## config.mk

```make
export PLATFORM = sky130hd
export DESIGN_NAME = mix_columns_seq
export DESIGN_NICKNAME = d
export VERILOG_FILES = /design/src/rtl/mix_columns_seq.sv
export SDC_FILE = /design/constraint.sdc
export NUM_CORES = 1
export LEC_CHECK = 0
export BUFFER_PORTS_ARGS = -buffer_cell sky130_fd_sc_hd__clkbuf_2
export CAP_MARGIN = 0
export CORE_UTILIZATION = 58
export DETAILED_ROUTE_END_ITERATION = 16
export PLACE_DENSITY = 0.94
export SLEW_MARGIN = 30
export SYNTH_ARGS = -nofsm -noshare
export SYNTH_HDL_FRONTEND = slang
export SYNTH_SLANG_ARGS = --single-unit
```

## constraint.sdc

```tcl
create_clock -name iClk -period 3.6 [get_ports iClk]
set_input_delay 0.18 -clock iClk [delete_from_list [all_inputs] [get_ports iClk]]
set_output_delay 0.18 -clock iClk [all_outputs]
set_load 0.02 [all_outputs]
```

## src/rtl/mix_columns_seq.sv

```systemverilog
// Iterative AES MixColumns stage with a last-round bypass.
// A 128-bit state is accepted in IDLE. BUSY transforms P columns per
// cycle into the output register, and DONE presents the result under
// a valid/ready handshake. Bypass follows the same FSM and cycle count,
// so round timing is identical whether or not MixColumns is applied.
module mix_columns_seq #(
    parameter int P_COLS_PER_CYCLE = 1
) (
    input  logic         iClk,
    input  logic         iRst,
    input  logic         iValid,
    output logic         oReady,
    input  logic [127:0] iText,
    input  logic         iLastRound,
    output logic         oValid,
    input  logic         iReady,
    output logic [127:0] oMixColumnsOut
);

    // The column counter advances by P each BUSY cycle. For P=4 the step
    // truncates to 0, which is harmless: the only group is the last one.
    localparam logic [1:0] CNT_STEP = 2'(P_COLS_PER_CYCLE);
    localparam logic [1:0] LAST_CNT = 2'(4 - P_COLS_PER_CYCLE);
    // Low counter bits that select a column inside the current group.
    localparam logic [1:0] GRP_MASK = 2'(P_COLS_PER_CYCLE - 1);

    typedef enum logic [1:0] {
        ST_IDLE = 2'd0,
        ST_BUSY = 2'd1,
        ST_DONE = 2'd2
    } state_t;

    state_t        state_r;
    state_t        state_nxt_s;
    logic [1:0]    cnt_r;
    logic [1:0]    cnt_nxt_s;
    logic          load_s;
    logic [127:0]  work_r;
    logic          bypass_r;
    logic [127:0]  out_r;
    logic [127:0]  out_nxt_s;
    logic          valid_r;

    // GF(2^8) multiply by 2 with the AES reduction polynomial.
    function automatic logic [7:0] xtime(input logic [7:0] b);
        xtime = {b[6:0], 1'b0} ^ (b[7] ? 8'h1b : 8'h00);
    endfunction

    // GF(2^8) multiply by 3.
    function automatic logic [7:0] mul3(input logic [7:0] b);
        mul3 = xtime(b) ^ b;
    endfunction

    // MixColumns on one 32-bit column, row 0 in the most significant byte.
    function automatic logic [31:0] mix_col(input logic [31:0] col);
        logic [7:0] a0;
        logic [7:0] a1;
        logic [7:0] a2;
        logic [7:0] a3;
        logic [7:0] r0;
        logic [7:0] r1;
        logic [7:0] r2;
        logic [7:0] r3;
        a0 = col[31:24];
        a1 = col[23:16];
        a2 = col[15:8];
        a3 = col[7:0];
        r0 = xtime(a0) ^ mul3(a1) ^ a2 ^ a3;
        r1 = a0 ^ xtime(a1) ^ mul3(a2) ^ a3;
        r2 = a0 ^ a1 ^ xtime(a2) ^ mul3(a3);
        r3 = mul3(a0) ^ a1 ^ a2 ^ xtime(a3);
        mix_col = {r0, r1, r2, r3};
    endfunction

    // Accept only from IDLE and never while reset is asserted.
    assign oReady         = (state_r == ST_IDLE) && !iRst;
    assign oValid         = valid_r;
    assign oMixColumnsOut = out_r;

    // Next-state and column-counter decode for the IDLE/BUSY/DONE sequence.
    always_comb begin
        state_nxt_s = state_r;
        cnt_nxt_s   = cnt_r;
        load_s      = 1'b0;
        case (state_r)
            ST_IDLE: begin
                if (iValid) begin
                    state_nxt_s = ST_BUSY;
                    cnt_nxt_s   = 2'd0;
                    load_s      = 1'b1;
                end else begin
                    state_nxt_s = ST_IDLE;
                end
            end
            ST_BUSY: begin
                cnt_nxt_s = cnt_r + CNT_STEP;
                if (cnt_r == LAST_CNT) begin
                    state_nxt_s = ST_DONE;
                end else begin
                    state_nxt_s = ST_BUSY;
                end
            end
            ST_DONE: begin
                if (iReady) begin
                    state_nxt_s = ST_IDLE;
                end else begin
                    state_nxt_s = ST_DONE;
                end
            end
            default: begin
                state_nxt_s = ST_IDLE;
                cnt_nxt_s   = 2'd0;
            end
        endcase
    end

    // Output-register update: in BUSY, write the column group selected by cnt.
    always_comb begin
        out_nxt_s = out_r;
        for (int j = 0; j < 4; j++) begin
            if ((state_r == ST_BUSY) && ((2'(j) & ~GRP_MASK) == cnt_r)) begin
                if (bypass_r) begin
                    out_nxt_s[127-32*j -: 32] = work_r[127-32*j -: 32];
                end else begin
                    out_nxt_s[127-32*j -: 32] = mix_col(work_r[127-32*j -: 32]);
                end
            end else begin
                out_nxt_s[127-32*j -: 32] = out_r[127-32*j -: 32];
            end
        end
    end

    // Control registers: FSM state, column counter and registered valid flag.
    always_ff @(posedge iClk) begin
        if (iRst) begin
            state_r <= ST_IDLE;
            cnt_r   <= 2'd0;
            valid_r <= 1'b0;
        end else begin
            state_r <= state_nxt_s;
            cnt_r   <= cnt_nxt_s;
            valid_r <= (state_nxt_s == ST_DONE);
        end
    end

    // Datapath registers: captured input state, bypass flag and result.
    always_ff @(posedge iClk) begin
        if (iRst) begin
            work_r   <= 128'h0;
            bypass_r <= 1'b0;
            out_r    <= 128'h0;
        end else begin
            if (load_s) begin
                work_r   <= iText;
                bypass_r <= iLastRound;
            end else begin
                work_r   <= work_r;
                bypass_r <= bypass_r;
            end
            out_r <= out_nxt_s;
        end
    end

endmodule

```

# Yosys cells after proc, flatten, opt, wreduce, memory -nomap -nowiden

Index checks and enable logic that the tools add are counted.

$add $sub $neg: 1
Eq/ne operators: 8
Multiplexer cells: 28
Bitwise operators: 81
Reductions and logical operators: 9

Operators with widths:

| cell                                                 | count |
|---|---|
| bitwise XOR 8 bit                                    | 64 |
| 2-to-1 mux 32 bit                                    | 4 |
| bitwise XOR 8 x 5 -> 8 bit                           | 16 |
| 2-to-1 mux 5 bit                                     | 16 |
| case mux 2 bit (3 select lines)                      | 2 |
| equality test 2 bit (second input constant)          | 3 |
| 2-to-1 mux 2 bit                                     | 3 |
| logical AND 1 bit                                    | 5 |
| equality test 2 bit (first input constant)           | 2 |
| logical NOT 2 bit                                    | 2 |
| 2-to-1 mux 1 bit                                     | 3 |
| adder 2 x 1 -> 2 bit (second input constant)         | 1 |
| equality test 1 x 2 -> 1 bit (first input constant)  | 1 |
| equality test 2 x 1 -> 1 bit (second input constant) | 1 |
| inequality test 2 bit (second input constant)        | 1 |
| AND reduction 2 bit                                  | 1 |
| logical NOT 1 bit                                    | 1 |
| inverter 1 bit                                       | 1 |

Register bits: 262
Input bits: 133
Output and inout bits: 130
Logic and storage cells: 136

# Depth between registers and ports, before layout

Gate-level depths: netlist of the first run.

Word-level depth: 7
Gate-level depth with buffers: 7
Depth with buffers taken out: 5

# Least setup slack after synthesis of the first run

Ideal clock, no wire load.

Kind: register to register
Start point: register cnt_r[0]
End point: register out_r[123], in the netlist oMixColumnsOut[123]
Arrival: 1.346 ns
Required time: 3.505 ns
Slack: 2.159 ns
Cell stages (with the launch flop): 7
Period minus slack after synthesis: 1.441 ns
Cell sequence: dfxtp_1 > inv_1 > ha_1 > nand2_1 > clkbuf_1 > a21oi_1 > a221oi_1

Longest elaborated chain between the ends: 2

RTL lines:

| what                     | line | text |
|---|---|---|
| start: declaration       | 35   | `logic [1:0] cnt_r;` |
| start signal: assignment | 141  | `cnt_r <= cnt_nxt_s;` |
| logical NOT 2 bit        | 121  | `if ((state_r == ST_BUSY) && ((2'(j) & ~GRP_MASK) == cnt_r)) begin` |
| logical AND 1 bit        | 121  |  |
| end signal: assignment   | 160  | `out_r <= out_nxt_s;` |
| end: declaration         | 40   | `logic [127:0] out_r;` |

Every way passes these cells.
A chain may end at the register's enable or synchronous reset.

# Worst setup path in the final report of the first run

Start point: register state_r[0]
End point: register out_r[115], in the netlist oMixColumnsOut[115]

Longest elaborated chain between the ends: 2

RTL lines:

| what                         | line | text |
|---|---|---|
| start: declaration           | 33   | `state_t state_r;` |
| start signal: assignment     | 140  | `state_r <= state_nxt_s;` |
| equality test 2 x 1 -> 1 bit | 121  |  |
| logical AND 1 bit            | 121  |  |

Every way passes these cells.

==> flow_metrics.tcl, run 1 <==
set metrics [dict create \
    syn_to_final_growth_pct 23.1 \
    wl_per_cell_um 20.1 \
    h-tree-depth 1 \
    hold_viol 0 \
    num_vias 14300 \
    fmax_mhz 383 \
    finClkSkew_ns 0.0106 \
    final_cell_mix "nand2_1, a21oi_1, dfxtp_1, clkbuf_2, xnor2_1" \
    ys.warnings.count 0 \
    fp.dieH_um 163 \
    grt_max_degree 143 \
    rsz0062_at_grt "no" \
    instances_no_fill 2357 \
    crit_type "register to register" \
    seqCellArea_mm2 0.00525 \
    antenna_left 0 \
    peakVddDrop_mv 0.375 \
    min_period_ns 2.61 \
    yosysTopAreaCellShare 0.348 \
    p_total_mw 8.63 \
    cts.sink_count 262 \
    ys_ff_latch 262 \
    drt_pass1_iterations 6 \
    final_common_cell "nand2_1" \
    worstPathMaxFanout 24 \
    hp-class "input pin to register" \
    avgSynthCellArea_um2 8.73 \
    gp_congestion 0.898 \
    vias_per_cell 6.05 \
    critPathRequiredTime_ns 4.01 \
    synth_cell_types 37 \
    drive_above_1_share 0.192 \
    slew_viol_final 0 \
    cts_tree "built" \
    cp-end-kind "register" \
    die_w_um 163 \
    leakage_nw 7.57 \
    io_buffer_count 262 \
    worst-endpoint-arrival_ns 3.02 \
    syn-cell-area_mm2 0.0151 \
    antenna_found_initial 1 \
    multi_input_area_mm2 0.00908 \
    cts.repair.resized 0 \
    cts-root-buf "clkbuf_16" \
    cts_made_buffers 29 \
    clk_latency_ns 0.55 \
    synth_cells 1727 \
    status "finished clean" \
    finalSetupViolations 0 \
    layout.nets 2142 \
    p_per_area_mw_per_mm2 465 \
    relSlewSlack 0.407 \
    r2r_setup_slack_ns 0.99 \
    max-clock-path-buffers 3 \
    syn-num-nets 1864 \
    yosysSeqAreaShare 0.348 \
    initial_core_util 0.595 \
    wirelength_um 47300 \
    synth_area_leaders "dfxtp_1, xnor2_1, nand2_1, a21oi_1, xnor3_1" \
    drv_cap 0 \
    place_hpwl_um 28200 \
    fp.coreArea_mm2 0.0253 \
    grt_overflow 0 \
    grt_pass1_vias 14300 \
    yosysTopAreaCell "dfxtp_1" \
    die_area_mm2 0.0266 \
    critPathLaunchType "register" \
    path_clk_slew_ns 0.07 \
    drc 0 \
    setup_tns_ns 0 \
    num_rows 58 \
    drtIter0Drc 1589 \
    post-place-cells 2174 \
    nFillCells 1618 \
    grtUsageTotal 0.348 \
    ios 263 \
    grt_pass1_wl_um 73700 \
    finalCritPeriodShare 0.725 \
    tightest_slew_ns 0.889 \
]
-- worst paths after layout --
| kind | startpoint | to | depth (start not counted) |
|---|---|---|---|
| setup / recovery | state_r[0]$_SDFF_PP0_ | oMixColumnsOut[115]$_SDFFE_PP0P_ | 4 |
| hold / removal | iValid | state_r[0]$_SDFF_PP0_ | 3 |
| setup reg to reg | state_r[0]$_SDFF_PP0_ | oMixColumnsOut[115]$_SDFFE_PP0P_ | 4 |
| hold reg to reg | oMixColumnsOut[27]$_SDFFE_PP0P_ | oMixColumnsOut[27]$_SDFFE_PP0P_ | 2 |
-- synthesized netlist by cell type, drive strengths merged --
library cell,number
a22oi,1
xnor2,210
xor2,88
o211a,12
o211ai,12
inv,6
nand3,1
xor3,4
nor2,71
nor3,2
a211oi,51
o21ai,64
nor2b,1
ha,4
a221oi,48
and3,1
or3,1
mux2i,27
o221a,1
clkbuf,78
a21oi,262
nand2,365
xnor3,51
dfxtp,262
buf,83
o21a,1
and2,20
-- per-stage QoR --
| step | instance area [µm²] | setup slack [ns] | hold slack, ns | utilization |
|---|---|---|---|---|
| 6_report | 18500 | 0.990 | 0.0389 | 0.732 |
| 3_3_place_gp | 16200 | 1.21 | 0.398 | 0.641 |
| 4_1_cts | 18500 | 1.10 | 0.0241 | 0.732 |
| 2_1_floorplan | 15100 | 2.16 | 0.316 | - |
| 3_5_place_dp | 16200 | 1.10 | 0.405 | 0.641 |
| 5_1_grt | 18500 | 0.806 | 0.0573 | 0.732 |
-- worst max-delay path, stage by stage, from the launching register on --
cell	delay, ns
dfxtp_1	0.39
nor2b_1	0.55
and2_1	0.81
o21ai_0	0.22
a221oi_1	0.49
-- power by group --
part / total [mW] / switching [mW] / internal [mW]
sequential: 3.31 / 0.267 / 3.04
clock: 3.18 / 1.27 / 1.90
combinational: 2.14 / 1.11 / 1.03
-- layer usage --
layer,vias to the layer above,global-route usage,share of wire
li1,6362,-,-
met2,928,0.606,0.49
met4,0,0.204,0.059
met3,243,0.0587,0.090
met1,6735,0.400,0.36
met5,-,0,0
-- cell type report --
type	count	area share
Tap cell	330	0.0223
Sequential cell	262	0.283
Antenna cell	1	0.000135
Inverter	6	0.00121
Multi-Input combinational cell	1298	0.490
Timing Repair Buffer	408	0.149
Clock inverter	15	0.0102
Clock buffer	37	0.0446
-- state kept, by name, indices dropped and copies added, names as in the netlist --
register	cells
work_r	128
oMixColumnsOut	128
oValid	1
state_r	2
bypass_r	1
cnt_r	2
-- timing repair --
action / in CTS / in global routing
hold buffers: 130 / 0
hold endpoints to repair: 131 / 0
setup buffers: 0 / 0
-- cell families (layout without fill, tap and decap cells) --
logic type / after synthesis / count (layout) / share of synthesized area
and+or+nand+nor: 462 / 462 / 0.119
AOI/OAI and AO/OA: 452 / 452 / 0.186
xor gates and xnor gates: 353 / 353 / 0.275
DFF: 262 / 262 / 0.348
buffers and inverters: 167 / 466 / 0.0507
muxes: 27 / 27 / 0.0179
adders and majority gates: 4 / 4 / 0.00332
other: 0 / 1 / 0
(Power assumes the default switching activity.)
==> run 2, diff against run 1 <==
--- a/config.mk
+++ b/config.mk
@@ -7,9 +7,9 @@
 export LEC_CHECK = 0
 export BUFFER_PORTS_ARGS = -buffer_cell sky130_fd_sc_hd__clkbuf_2
 export CAP_MARGIN = 0
-export CORE_UTILIZATION = 58
+export CORE_UTILIZATION = 57
 export DETAILED_ROUTE_END_ITERATION = 16
-export PLACE_DENSITY = 0.94
+export PLACE_DENSITY = 0.93
 export SLEW_MARGIN = 30
 export SYNTH_ARGS = -nofsm -noshare
 export SYNTH_HDL_FRONTEND = slang
==> constraint.sdc (replaced) <==
create_clock -name iClk -period 2.7 [get_ports iClk]
set_input_delay 0.135 -clock iClk [delete_from_list [all_inputs] [get_ports iClk]]
set_output_delay 0.135 -clock iClk [all_outputs]
set_load 0.02 [all_outputs]
==> flow_metrics.tcl, run 2 (synthesized netlist as in run 1, its figures left out) <==
set metrics [dict create \
    critPathLaunchType "register" \
    cts_made_buffers 28 \
    h-tree-depth 1 \
    finClkSkew_ns 0.0143 \
    crit_type "register to register" \
    power.internal_mw 7.87 \
    num_rows 59 \
    hold_viol 0 \
    min_period_ns 2.39 \
    relSlewSlack 0.357 \
    p_clk_frac 0.357 \
    finalCritPeriodShare 0.884 \
    io_buffer_count 262 \
    ios 263 \
    grt_pass1_wl_um 74000 \
    p_switching_mw 3.52 \
    rsz0062_at_grt "no" \
    drt_pass1_iterations 6 \
    gp_congestion 0.921 \
    reg2regPathDepth 6 \
    syn_to_final_growth_pct 25.9 \
    grt_pass1_vias 14100 \
    cts.sink_count 262 \
    hold-path-endpoint "oMixColumnsOut[31]$_SDFFE_PP0P_" \
    fp.dieH_um 165 \
    final_common_cell "nand2_1" \
    place_hpwl_um 27800 \
    initial_core_util 0.580 \
    critPathRequiredTime_ns 3.17 \
    post_cts_buffers 0 \
    p_seq_frac 0.386 \
    wirelength_um 47700 \
    worst-endpoint-arrival_ns 2.86 \
    status "finished clean" \
    die_w_um 165 \
    die_area_mm2 0.0271 \
    slew_viol_final 0 \
    cts-root-buf "clkbuf_16" \
    grt_max_degree 92 \
    drive_above_1_share 0.190 \
    wl_per_cell_um 19.8 \
    antenna_left 0 \
    leakage_nw 7.85 \
    num_vias 14400 \
    drc 0 \
    sw_frac_of_total 0.309 \
    finalSetupViolations 0 \
    antenna_found_initial 1 \
    min_path_cells 2 \
    setup_tns_ns 0 \
    fin_hold_ws_ns 0.0875 \
    drv_cap 0 \
    fp.coreArea_mm2 0.0260 \
    min-delay-start "iRst" \
    grtUsageTotal 0.345 \
    drtIter0Drc 1517 \
    p_per_area_mw_per_mm2 600 \
    timing.rr.end "work_r[26]$_SDFFE_PP0P_" \
    clk_latency_ns 0.54 \
    final_cell_mix "nand2_1, a21oi_1, dfxtp_1, clkbuf_2, xnor2_1" \
    tightest_slew_ns 0.963 \
    max-clock-path-buffers 3 \
    peakVddDrop_mv 0.689 \
    worstPathMaxFanout 66 \
    fmax_mhz 419 \
    r2r-start "state_r[1]$_SDFF_PP0_" \
    hp-class "input pin to register" \
    r2r_setup_slack_ns 0.31 \
    layout.nets 2187 \
    path_clk_slew_ns 0.07 \
    cts_tree "built" \
    comb_power_share 0.257 \
    grt_overflow 0 \
    cp-end-kind "register" \
    vias_per_cell 5.98 \
]
[run 2: worst max path at each step]
stage                          startpoint                          endpoint  slack (ns)
floorplan           cnt_r[0]$_SDFFE_PP0P_  oMixColumnsOut[123]$_SDFFE_PP0P_        1.26
global placement    state_r[0]$_SDFF_PP0_   oMixColumnsOut[45]$_SDFFE_PP0P_        0.81
detailed placement  state_r[0]$_SDFF_PP0_   oMixColumnsOut[53]$_SDFFE_PP0P_        0.71
CTS                 state_r[1]$_SDFF_PP0_           work_r[46]$_SDFFE_PP0P_        0.45
global route        state_r[1]$_SDFF_PP0_           work_r[58]$_SDFFE_PP0P_        0.19
finish              state_r[1]$_SDFF_PP0_           work_r[26]$_SDFFE_PP0P_        0.31
[run 2: area by class of cell]
type | instances | area [µm²]
Clock inverter | 16 | 169
Fill cell | 1673 | 7020
Antenna cell | 1 | 2.50
Multi-Input combinational cell | 1298 | 9080
Timing Repair Buffer | 454 | 3230
Inverter | 6 | 22.5
Clock buffer | 36 | 802
Tap cell | 335 | 419
Sequential cell | 262 | 5250
[run 2: power by group through the flow]
stage	clock network, mW	logic, mW	registers [mW]
after detailed placement	0	2.60	4.46
after CTS	4.06	2.83	4.37
after floorplan	0	2.08	4.38
after global routing	4.24	3.13	4.41
after global placement	0	2.51	4.44
final	4.07	2.93	4.39
[run 2: what timing repair did]
item                                   CTS  global route
gates resized for setup                  0             0
endpoints found under the hold margin  132             0
hold buffers                           170             0
[run 2: per-stage QoR]
stage	cells	worst slack, ns	utilization	power, mW	instance area, µm²
global placement	2185	0.811	0.627	6.96	16300
CTS	2407	0.448	0.730	11.3	19000
finish	2408	0.314	0.730	11.4	19000
global route	2408	0.188	0.730	11.8	19000
floorplan	1727	1.26	-	6.46	15100
detailed placement	2185	0.712	0.627	7.06	16300
[run 2: per-layer routing]
| metal | global-route usage | routed length [µm] | up-vias |
|---|---|---|---|
| li1 | - | - | 6469 |
| met1 | 0.405 | 17600 | 6787 |
| met2 | 0.594 | 23500 | 904 |
| met3 | 0.0600 | 3910 | 230 |
| met4 | 0.198 | 2710 | 0 |
| met5 | 0 | 0 | - |
[run 2: worst max-delay path, cell delays in order (launching register included)]
cell and delay [ns]:
dfxtp_1 0.33, inv_1 0.15, and3_4 0.56, buf_12 0.34
nand2_1 0.11, a21oi_1 0.13, dlygate4sd3_1 0.64
==> run 3, diff against run 2 <==
--- a/config.mk
+++ b/config.mk
@@ -10,7 +10,7 @@
 export CORE_UTILIZATION = 57
 export DETAILED_ROUTE_END_ITERATION = 16
 export PLACE_DENSITY = 0.93
-export SLEW_MARGIN = 30
+export SLEW_MARGIN = 15
 export SYNTH_ARGS = -nofsm -noshare
 export SYNTH_HDL_FRONTEND = slang
 export SYNTH_SLANG_ARGS = --single-unit
==> constraint.sdc (replaced) <==
create_clock -name iClk -period 2.3 [get_ports iClk]
set_input_delay 0.115 -clock iClk [delete_from_list [all_inputs] [get_ports iClk]]
set_output_delay 0.115 -clock iClk [all_outputs]
set_load 0.02 [all_outputs]
==> flow_metrics.tcl, run 3 (synthesized netlist as in run 1, its figures left out) <==
set metrics [dict create \
    drv_cap 0 \
    syn_to_final_growth_pct 26.4 \
    final_common_cell "nand2_1" \
    slew_viol_final 0 \
    cts-root-buf "clkbuf_16" \
    fmax_mhz 472 \
    wirelength_um 47900 \
    min_period_ns 2.12 \
    tightest_slew_ns 1.18 \
    status "finished clean" \
    critPathSlowestCell "clkinv_1" \
    finalCritPeriodShare 0.921 \
    io_buffer_count 262 \
    antenna_found_initial 0 \
    crit_type "input pin to register" \
    worst-endpoint-arrival_ns 2.54 \
    clk_latency_ns 0.56 \
    layout.nets 2177 \
    leakage_nw 7.84 \
    finClkSkew_ns 0.0170 \
    crit_chain "dlygate4sd3_1, buf_6, clkinv_1, o21ai_0, a21oi_1" \
    cts.sink_count 262 \
    met1_usage 0.393 \
    grt_util_met2 0.600 \
    path_clk_slew_ns 0.06 \
    grt_max_degree 106 \
    cp-end-kind "register" \
    grtUsageTotal 0.344 \
    grt_overflow 0 \
    nFillCells 1663 \
    rsz0062_at_grt "no" \
    utilization 0.733 \
    gp_congestion 0.896 \
    p_total_mw 14.0 \
    drc 0 \
    cts_made_buffers 29 \
    cp_top_family "buffers and inverters" \
    initial_core_util 0.580 \
    setup_tns_ns 0 \
    worst-path-buf-inv 3 \
    slowest_delay_ns 1.02 \
    busiest_layer "met2" \
    drtIter0Drc 1348 \
    num_vias 14400 \
    hp-class "input pin to register" \
    final_cell_mix "nand2_1, a21oi_1, dfxtp_1, clkbuf_2, xnor2_1" \
    num_rows 59 \
    h-tree-depth 1 \
    critPathLaunchType "input pin" \
    antenna_left 0 \
    relSlewSlack 0.205 \
    fp.coreArea_mm2 0.0260 \
    critPathRequiredTime_ns 2.72 \
    ios 263 \
    gr-usage-met3 0.0658 \
    hold_viol 0 \
    peakVddDrop_mv 0.663 \
    drt_pass1_iterations 6 \
    p_per_area_mw_per_mm2 733 \
    cts_tree "built" \
    worstPathMaxFanout 41 \
    fp.dieH_um 165 \
    wl_per_cell_um 20.0 \
    die_w_um 165 \
    fin_hold_ws_ns 0.338 \
    grt_pass1_wl_um 73800 \
    vias_per_cell 6.02 \
    die_area_mm2 0.0271 \
    place_hpwl_um 27500 \
    max-clock-path-buffers 3 \
    cts.repair.resized 0 \
    grt_pass1_vias 14300 \
    drive_above_1_share 0.191 \
    finalSetupViolations 0 \
]
run 3: cell count changes in the layout (fill, tap and decap cells not counted), sizes merged:
cell         before  now
clkbuf          297  298
buf              23   21
bufinv            3    7
clkinv           11    7
dlygate4sd3     170  161
inv               7    6
clkinvlp          1    2
run 3: final timing paths:
check / start / end / slack [ns] / cells past startpoint
min: iText[46] / work_r[46]$_SDFFE_PP0P_ / 0.34 / 4
max reg2reg: state_r[0]$_SDFF_PP0_ / work_r[10]$_SDFFE_PP0P_ / 0.20 / 6
max: iRst / oMixColumnsOut[16]$_SDFFE_PP0P_ / 0.18 / 5
min reg2reg: state_r[1]$_SDFF_PP0_ / state_r[0]$_SDFF_PP0_ / 0.49 / 1
run 3: per-layer routing:
metal | share of wire | vias to the layer above | wire length (µm)
li1 | - | 6431 | -
met1 | 0.37 | 6856 | 17700
met2 | 0.49 | 895 | 23600
met3 | 0.085 | 245 | 4050
met4 | 0.053 | 0 | 2530
met5 | 0 | - | 0
run 3: worst min-delay path: stages:
cell and delay, ns:
dlygate4sd3_1 0.53, clkbuf_2 0.10, nand2_1 0.05, a21oi_1 0.05
run 3: where the power goes:
group	internal, mW	switching [mW]
Clock	3.30	2.05
Combinational	1.68	1.77
Sequential	4.76	0.399
run 3: what timing repair did:
| item | 4_1_cts | 5_1_grt |
|---|---|---|
| setup buffers | 0 | 0 |
| hold endpoints to repair | 138 | 0 |
| hold buffers | 161 | 0 |
run 3: final cells by class:
| cell class | count | area, µm² | area share |
|---|---|---|---|
| tap | 335 | 419 | 0.0220 |
| clock inverter | 16 | 279 | 0.0146 |
| sequential | 262 | 5250 | 0.276 |
| multi-input combinational | 1298 | 9080 | 0.477 |
| inverter | 6 | 22.5 | 0.00118 |
| timing repair buffer | 443 | 3180 | 0.167 |
| clock buffer | 37 | 816 | 0.0428 |
| antenna | 1 | 2.50 | 0.000131 |
run 3: per-stage QoR:
step,instances,instance area (µm²),worst slack [ns]
floorplan,1727,15100,0.859
global placement,2183,16300,0.458
detailed placement,2183,16300,0.390
CTS,2397,19000,0.282
global route,2397,19000,0.0443
finish,2398,19000,0.182
